File: config.mk
export PLATFORM = sky130hd
export DESIGN_NAME = cac_enc_5_seq
export DESIGN_NICKNAME = d
export VERILOG_FILES = /design/src/rtl/cac_enc_5_seq_pkg.sv /design/src/rtl/cac_enc_5_seq_bitstep.sv /design/src/rtl/cac_enc_5_seq.sv
export SDC_FILE = /design/constraint.sdc
export NUM_CORES = 1
export LEC_CHECK = 0
export CORE_MARGIN = 2
export CORE_UTILIZATION = 47
export CTS_CLUSTER_SIZE = 8
export DETAILED_ROUTE_END_ITERATION = 12
export PLACE_DENSITY = 0.72
export SETUP_SLACK_MARGIN = 0.1
export SLEW_MARGIN = 20
export SYNTH_ARGS = -nofsm -noshare
export SYNTH_HDL_FRONTEND = slang
export SYNTH_HIERARCHICAL = 1
export SYNTH_SLANG_ARGS = --single-unit
File: constraint.sdc
create_clock -name clk -period 3.2 [get_ports clk]
set_input_delay 0.48 -clock clk [delete_from_list [all_inputs] [get_ports clk]]
set_output_delay 0.48 -clock clk [all_outputs]
set_load 0.02 [all_outputs]
File: src/rtl/cac_enc_5_seq_pkg.sv
// Shared constants and state encodings for the 5-bit FNS crosstalk-avoidance
// encoder. The decoder uses the same constants, so the two always agree on widths.
package cac_enc_5_seq_pkg;

  localparam int BLEN_05   = 4;
  localparam int FNSLEN_03 = 2;
  localparam int FNSLEN_04 = 2;
  localparam int FNSLEN_05 = 3;

  // Compare/subtract width: the binary input and the widest weight both fit.
  localparam int CMP_W = (BLEN_05 > FNSLEN_05) ? BLEN_05 : FNSLEN_05;

  localparam int CODE_W = 5;
  localparam logic [2:0] IDX_MSB = 3'd4;

  typedef enum logic [1:0] {
    CACENC_IDLE = 2'd0,
    CACENC_ENC  = 2'd1,
    CACENC_DONE = 2'd2
  } cacenc_state_e;

endpackage

File: src/rtl/cac_enc_5_seq_bitstep.sv
// One greedy FNS step: emit a code bit if the remainder covers the weight,
// and return the remainder left after that decision.
module cac_enc_5_seq_bitstep
  import cac_enc_5_seq_pkg::*;
(
  input  logic [CMP_W-1:0] rem,
  input  logic [CMP_W-1:0] weight,
  output logic             code_bit,
  output logic [CMP_W-1:0] rem_next
);

  // The subtraction is only selected when rem >= weight, so it cannot wrap.
  assign code_bit = (rem >= weight);
  assign rem_next = code_bit ? (rem - weight) : rem;

endmodule

File: src/rtl/cac_enc_5_seq.sv
// Sequential 5-bit FNS crosstalk-avoidance encoder, one code bit per clock,
// MSB first. Optional range check is enabled with CAC_ENC_RANGE_CHECK_EN.
module cac_enc_5_seq
  import cac_enc_5_seq_pkg::*;
(
  input  logic                 clk,
  input  logic                 rst,
  input  logic                 in_valid,
  output logic                 in_ready,
  input  logic [BLEN_05-1:0]   datain,
  input  logic [FNSLEN_03-1:0] FNS03,
  input  logic [FNSLEN_04-1:0] FNS04,
  input  logic [FNSLEN_05-1:0] FNS05,
  output logic                 out_valid,
  input  logic                 out_ready,
  output logic [CODE_W-1:0]    codeout,
  output logic                 err
);

  cacenc_state_e state_q, state_d;

  logic [CMP_W-1:0]  rem_q;
  logic [CMP_W-1:0]  w2_q, w3_q, w4_q;
  logic [CODE_W-1:0] code_q;
  logic [CODE_W-1:0] codeout_q;
  logic [2:0]        idx_q;

  logic [CMP_W-1:0]  sel_weight;
  logic              step_bit;
  logic [CMP_W-1:0]  step_rem;
  logic [CODE_W-1:0] code_next;
  logic              accept;
  logic              last_step;

  assign accept    = in_valid & in_ready;
  assign last_step = (state_q == CACENC_ENC) && (idx_q == 3'd0);

  // ---------------------------------------------------------------- FSM
  // NOTE: sequential state uses non-blocking assignments so every register
  // samples pre-edge values regardless of process ordering.
  always_ff @(posedge clk) begin
    if (rst) state_q <= CACENC_IDLE;
    else     state_q <= state_d;
  end

  // NOTE: every combinational output gets a default first, so no path
  // through the case can leave it unassigned and infer a latch.
  always_comb begin
    state_d = state_q;
    case (state_q)
      CACENC_IDLE: if (accept)    state_d = CACENC_ENC;
      CACENC_ENC:  if (last_step) state_d = CACENC_DONE;
      CACENC_DONE: if (out_ready) state_d = accept ? CACENC_ENC : CACENC_IDLE;
      default:                    state_d = CACENC_IDLE;
    endcase
  end

  always_comb begin
    in_ready  = 1'b0;
    out_valid = 1'b0;
    case (state_q)
      CACENC_IDLE: in_ready = 1'b1;
      CACENC_DONE: begin
        out_valid = 1'b1;
        in_ready  = out_ready;
      end
      default: ;
    endcase
  end

  // ----------------------------------------------------------- datapath
  always_comb begin
    sel_weight = '0;
    case (idx_q)
      3'd4:    sel_weight = w4_q;
      3'd3:    sel_weight = w3_q;
      3'd2:    sel_weight = w2_q;
      default: sel_weight = CMP_W'(1);
    endcase
  end

  cac_enc_5_seq_bitstep u_bitstep (
    .rem      (rem_q),
    .weight   (sel_weight),
    .code_bit (step_bit),
    .rem_next (step_rem)
  );

  always_comb begin
    code_next        = code_q;
    code_next[idx_q] = step_bit;
  end

  // NOTE: the weight registers are not reset; they are loaded on every accept
  // before anything reads them, so a reset would only cost routing.
  always_ff @(posedge clk) begin
    if (accept) begin
      w2_q <= CMP_W'(FNS03);
      w3_q <= CMP_W'(FNS04);
      w4_q <= CMP_W'(FNS05);
    end
  end

  always_ff @(posedge clk) begin
    if (rst) begin
      rem_q     <= '0;
      code_q    <= '0;
      codeout_q <= '0;
      idx_q     <= IDX_MSB;
    end else if (accept) begin
      rem_q  <= CMP_W'(datain);
      code_q <= '0;
      idx_q  <= IDX_MSB;
    end else if (state_q == CACENC_ENC) begin
      rem_q  <= step_rem;
      code_q <= code_next;
      idx_q  <= last_step ? IDX_MSB : (idx_q - 3'd1);
      // The visible codeword only moves on the edge that enters DONE.
      if (last_step) codeout_q <= code_next;
    end
  end

  assign codeout = codeout_q;

`ifdef CAC_ENC_RANGE_CHECK_EN
  logic err_q;

  // Any remainder left after the unit-weight bits means the input was too big.
  always_ff @(posedge clk) begin
    if (rst)            err_q <= 1'b0;
    else if (accept)    err_q <= 1'b0;
    else if (last_step) err_q <= (step_rem != '0);
  end

  assign err = err_q;
`else
  assign err = 1'b0;
`endif

endmodule

; ---- Yosys cells after proc, flatten, opt, wreduce, memory -nomap -nowiden
; Index checks and enable logic that the tools add are counted.
[op_classes]
bitwise_logic = 2
eq_ne = 8
mux = 15
order_cmp = 3
n_reduce_logical = 10
n_addsub = 2
[op_table]
columns = op, n
row1 = 4-bit 2-to-1 mux, 3
row2 = 3-bit one-hot mux with 3 select lines, 1
row3 = "3-bit by 2-bit == test with 1-bit output, second input constant", 2
row4 = 2-bit 2-to-1 mux, 3
row5 = "2-bit != test, second input constant", 3
row6 = 2-bit one-hot mux with 3 select lines, 1
row7 = 3-bit AND reduction, 2
row8 = 5-bit bitwise mux, 1
row9 = 4-bit by 3-bit >= comparator with 1-bit output, 1
row10 = "3-bit by 4-bit less-than comparator with 1-bit output, second input constant", 1
row11 = 2-bit nonzero test, 2
row12 = 4-bit by 3-bit subtractor with 4-bit output, 1
row13 = 1-bit demux with 3-bit select, 1
row14 = "3-bit == test, second input constant", 1
row15 = "3-bit by 1-bit >= comparator with 1-bit output, second input constant", 1
row16 = 3-bit zero test, 1
row17 = 1-bit 2-to-1 mux, 3
row18 = 3-bit 2-to-1 mux, 1
row19 = "3-bit by 1-bit subtractor with 3-bit output, second input constant", 1
row20 = "2-bit by 1-bit == test with 1-bit output, second input constant", 1
row21 = "2-bit == test, second input constant", 1
row22 = 1-bit logical AND, 2
row23 = 2-bit zero test, 1
row24 = 1-bit one-hot mux with 2 select lines, 1
row25 = other kinds (4), 4
[word_totals]
output_inout_bits = 8
inputBits = 15
reg_bits = 26

; ---- Logic depth before layout (Yosys ltp)
[logic_depth]
word_depth = 6
depth_mapped = 15
mapped_depth_nobuf = 14

; ---- Cells and area by module
; The synthesis kept the hierarchy.
[by_module_without_submodules]
columns = mod, n_inst, area_each_um2, cells_each
row1 = cac_enc_5_seq, 1, 1313.8, 132
row2 = cac_enc_5_seq_bitstep, 1, 224.0, 30

; ---- Worst setup path before layout
; Ideal clock, no wire load.
[synth_timing]
path_type = reg-to-reg
startpoint = register idx_q[0]
endpoint = register rem_q[1]
path_stages_with_launch = 15
path_buffers = 1
required_time_ns = 3.058
arrival_ns = 2.487
slack_ns = 0.571
cell_sequence = dfxtp_1 > buf_2 > inv_1 > ha_1 > nand2_1 > nor2_1 > a31oi_1 > ha_1 > inv_1 > fa_1 > a21oi_1 > o21ai_4 > mux2_4 > nand2_1 > a311oi_2
[synth_between]
word_cells_on_any_way = 11
cone_classes = add/sub (1) / order compare (1) / eq/ne (3) / mux (4) / reduce/logical (2)
[synth_lines]
columns = element, line
row1 = "start, declared", cac_enc_5_seq.sv:26  ; logic [2:0] idx_q;
row2 = "start signal, assigned", cac_enc_5_seq.sv:117  ; idx_q <= last_step ? IDX_MSB : (idx_q - 3'd1);
row3 = 3-bit by 2-bit == test with 1-bit output / 3-bit == test (equally long branches), cac_enc_5_seq.sv:74  ; case (idx_q)
row4 = 3-bit one-hot mux with 3 select lines (*), cac_enc_5_seq.sv:74
row5 = net sel_weight[0], cac_enc_5_seq.sv:28  ; logic [CMP_W-1:0] sel_weight;
row6 = 4-bit by 3-bit >= comparator with 1-bit output (*), cac_enc_5_seq_bitstep.sv:13  ; assign code_bit = (rem >= weight);
row7 = net step_bit, cac_enc_5_seq.sv:29  ; logic step_bit;
row8 = 2-bit nonzero test (no source line) (*), n/a
row9 = 2-bit AND reduction (no source line) (*), n/a
row10 = "end signal, assigned", cac_enc_5_seq.sv:111  ; rem_q <= CMP_W'(datain);
row11 = "end signal, assigned", cac_enc_5_seq.sv:115  ; rem_q <= step_rem;
row12 = "end, declared", cac_enc_5_seq.sv:22  ; logic [CMP_W-1:0] rem_q;
; Mark *: on every way through the listed nets, which the timed path passes. The rest lies on a longest branch. The select of a mux whose other input is x is not followed.
; A chain may end at the register's enable or synchronous reset.

; ---- Worst setup path after layout
; Same ends and word-level chain as after synthesis.

==> metrics.yaml <==
cp_data_arrival_time_ns: 3.09
ys_seq_area_share_pct: 38.4
ant_nets: 0
gp_congestion: 0.870
r2r-end: "rem_q[1]"
async_flop_share_pct: 0
diodes: 0
crit_end: "rem_q[1]"
cap_violations: 0
critPathLaunchType: "register"
synth_cells: 162
synthFlopType: "dfxtp_1"
r2r_setup_slack_ns: 0.31
timing.rr.start: "idx_q[0]"
fp.dieH_um: 61.2
yosysMostFrequentCell: "dfxtp_1"
area_growth_pct: 15.0
intPower_mw: 0.507
dp_hpwl_um: 2160
postCtsSetupBuffers: 0
rsz0062_at_grt: "false"
dp.cells: 217
rows: 20
cts_tree: "built"
grt_pass1_vias: 1068
wl_per_cell_um: 12.8
setup.worst_path.start: "idx_q[0]"
antenna_found_initial: 0
sw_frac_of_total_pct: 31.5
p_sw_mw: 0.233
drtIter0Drc: 44
clock-sinks: 26
slew_headroom_pct: 60.2
synth_common_cells: "19 x dfxtp_1, 17 x nand2_1, 14 x a21oi_1"
grt_max_degree: 19
crit_fanout: 14
netlist_area_sq_um: 1540
grt_pass1_wl_um: 4650
drc_errors: 0
path_buf_inv: 2
synth-edff-count: 7
drtPass1Iterations: 4
insertion_delay_ns: 0.32
p_comb_share_pct: 30.1
path_cells: "inv_1, ha_1, nand2_1, nor2_1, a31oi_1, ha_1, inv_1, fa_1, a21oi_1, o21ai_4, mux2_4, nand2_1, a311oi_2"
fmax_mhz: 346
power_frac_seq_pct: 50.6
clkTransAtPathRegs_ns: 0.13
die_area_sq_um: 3750
place_area_sq_um: 1740
rr_worst_depth: 13
clockRootBuffer: "clkbuf_4"
syn_avg_cell_area_sq_um: 9.49
timing.final.hold_violations: 0
required_ns: 3.40
end_kind: "register"
powerDensity_nw_per_um2: 419
drive_gt1_share_pct: 13.6
synth_area_leaders: "dfxtp_1 25%, edfxtp_1 14%, ha_1 6.5%, a21oi_1 4.6%, nand2_1 4.1%"
cp_num_cells: 13
leakagePower_nw: 0.625
core-area_sq_um: 3080
numCtsBuffers: 3
synth.top_cell.area_share_pct: 24.7
period_needed_ns: 2.89
nets: 202
via_per_inst: 5.23
yosys.area.top_type: "dfxtp_1"
port_buffers: 21
instances_no_fill: 221
layout_worst_path_cycle_share_pct: 90.4
maxSlewViolCount: 0
cts_hold_buf: 0
clockBufferDepth: 2
io_pins: 23
hp-class: "reg2reg"
drt-total-wl_um: 2820
ys.warnings.count: 6
overflow: 0
grt_usage_pct: 16.8
tightest_slew_ns: 0.595
outcome: "finished, final reports clean"
critPathMaxStageDelay_ns: 0.46
initial_core_util_pct: 50.0
die_x_um: 61.2
setup_tns_ns: 0
p_clk_share_pct: 19.3
synth.distinct_cells: 46
finalClockSkew_ns: 0.00222
ir_drop_mv: 0.230
critical_path_class: "reg2reg"
h-tree-depth: 1
cpMaxStageDelayCell: "dfxtp_2"
crit_family: "adder cells"
hold_path.startpoint: "code_q[4]"
ys_ff_latch: 26
num_vias: 1155
setup_violations: 0
finalInstanceArea_sq_um: 1770
-- layout make-up --
class                   instances  area (sq um)
flip-flops and latches         26           593
multi-input cells             115           838
fillers                       289          1310
clock buffers                   4          26.3
repair buffers                 22           218
inverters                      10          37.5
well taps                      44          55.1
-- how the worst min path moves through the flow --
stage	endpoint	slack (ns)	depth (start not counted)
final	codeout[4]	0.48	2
after floorplan	codeout[4]	0.43	2
after detailed placement	codeout[4]	0.45	2
after CTS	codeout[4]	0.47	2
after global routing	code_q[1]	0.50	2
after global placement	codeout[4]	0.44	2
-- power by group through the flow --
stage,sequential (mW),clock [mW],combinational [mW]
2_1_floorplan,0.375,0,0.179
3_3_place_gp,0.381,0,0.215
3_5_place_dp,0.381,0,0.222
4_1_cts,0.374,0.146,0.222
5_1_grt,0.378,0.162,0.248
6_report,0.375,0.143,0.222
-- per-stage QoR --
| stage | total power [mW] | setup slack [ns] | hold slack [ns] | utilization, % |
|---|---|---|---|---|
| 3_3_place_gp | 0.595 | 0.335 | 0.440 | 56.5 |
| 2_1_floorplan | 0.554 | 0.571 | 0.432 | - |
| 5_1_grt | 0.787 | 0.107 | 0.499 | 57.4 |
| 3_5_place_dp | 0.602 | 0.194 | 0.452 | 56.5 |
| 4_1_cts | 0.742 | 0.168 | 0.471 | 57.4 |
| 6_report | 0.740 | 0.307 | 0.475 | 57.4 |
-- cells by family (layout without fill, tap and decap cells) --
group | count (synthesis) | after routing | share of synthesized area [%]
AO/OA/AOI/OAI | 38 | 38 | 20.7
flip-flops | 26 | 26 | 38.4
other | 1 | 2 | 0.244
XOR/XNOR | 1 | 1 | 0.570
adder cells (fa/ha/maj) | 9 | 9 | 7.81
multiplexers | 6 | 6 | 4.23
buffers and inverters | 22 | 36 | 7.32
AND/OR/NAND/NOR | 59 | 59 | 20.7
-- routing by layer --
layer  share of wire, %  wire length (um)  vias up  GRT usage, %
met5                  0                 0        -             0
met4                1.2                34        0          5.28
met3                4.8               135        4          5.25
met2                 45              1260       24          25.7
met1                 49              1400      521          22.6
li1                   -                 -      606             -
-- layout by cell type (no fill, tap or decap), types with 2 or more instances in the layout --
master           instances
nor2_1                  12
ha_1                     8
nand2_1                 17
nand3_1                  3
a211oi_2                 4
edfxtp_1                 7
o41ai_1                  4
mux2i_1                  5
nand2b_1                 3
conb_1                   2
a21oi_1                 14
dfxtp_2                  2
and3_1                   2
nand4_1                  2
clkdlybuf4s50_1         21
inv_1                   10
clkbuf_4                 3
nor2b_1                  3
dfxtp_1                 17
a311oi_2                 4
nor3_1                   6
nand3b_1                 2
nor3b_2                  2
-- state kept, by name, summed over array words and instances, names as in the netlist --
signal and count:
code_q 5, codeout 5, idx_q 3, rem_q 4, state_q 2, w2_q 2
w3_q 2, w4_q 3
-- worst min-delay path, delay by kind of cell, from the launching register on --
kind	cells	cell delay, ns
and+or+nand+nor	1	0.05
DFF	1	0.34
AOI/OAI and AO/OA	1	0.05
-- timing repair --
item / in CTS / in global routing
setup endpoints to repair: 0 / 7
endpoints found under the hold margin: 0 / 0
resized for setup: 0 / 2
(Power assumes the default switching activity.)
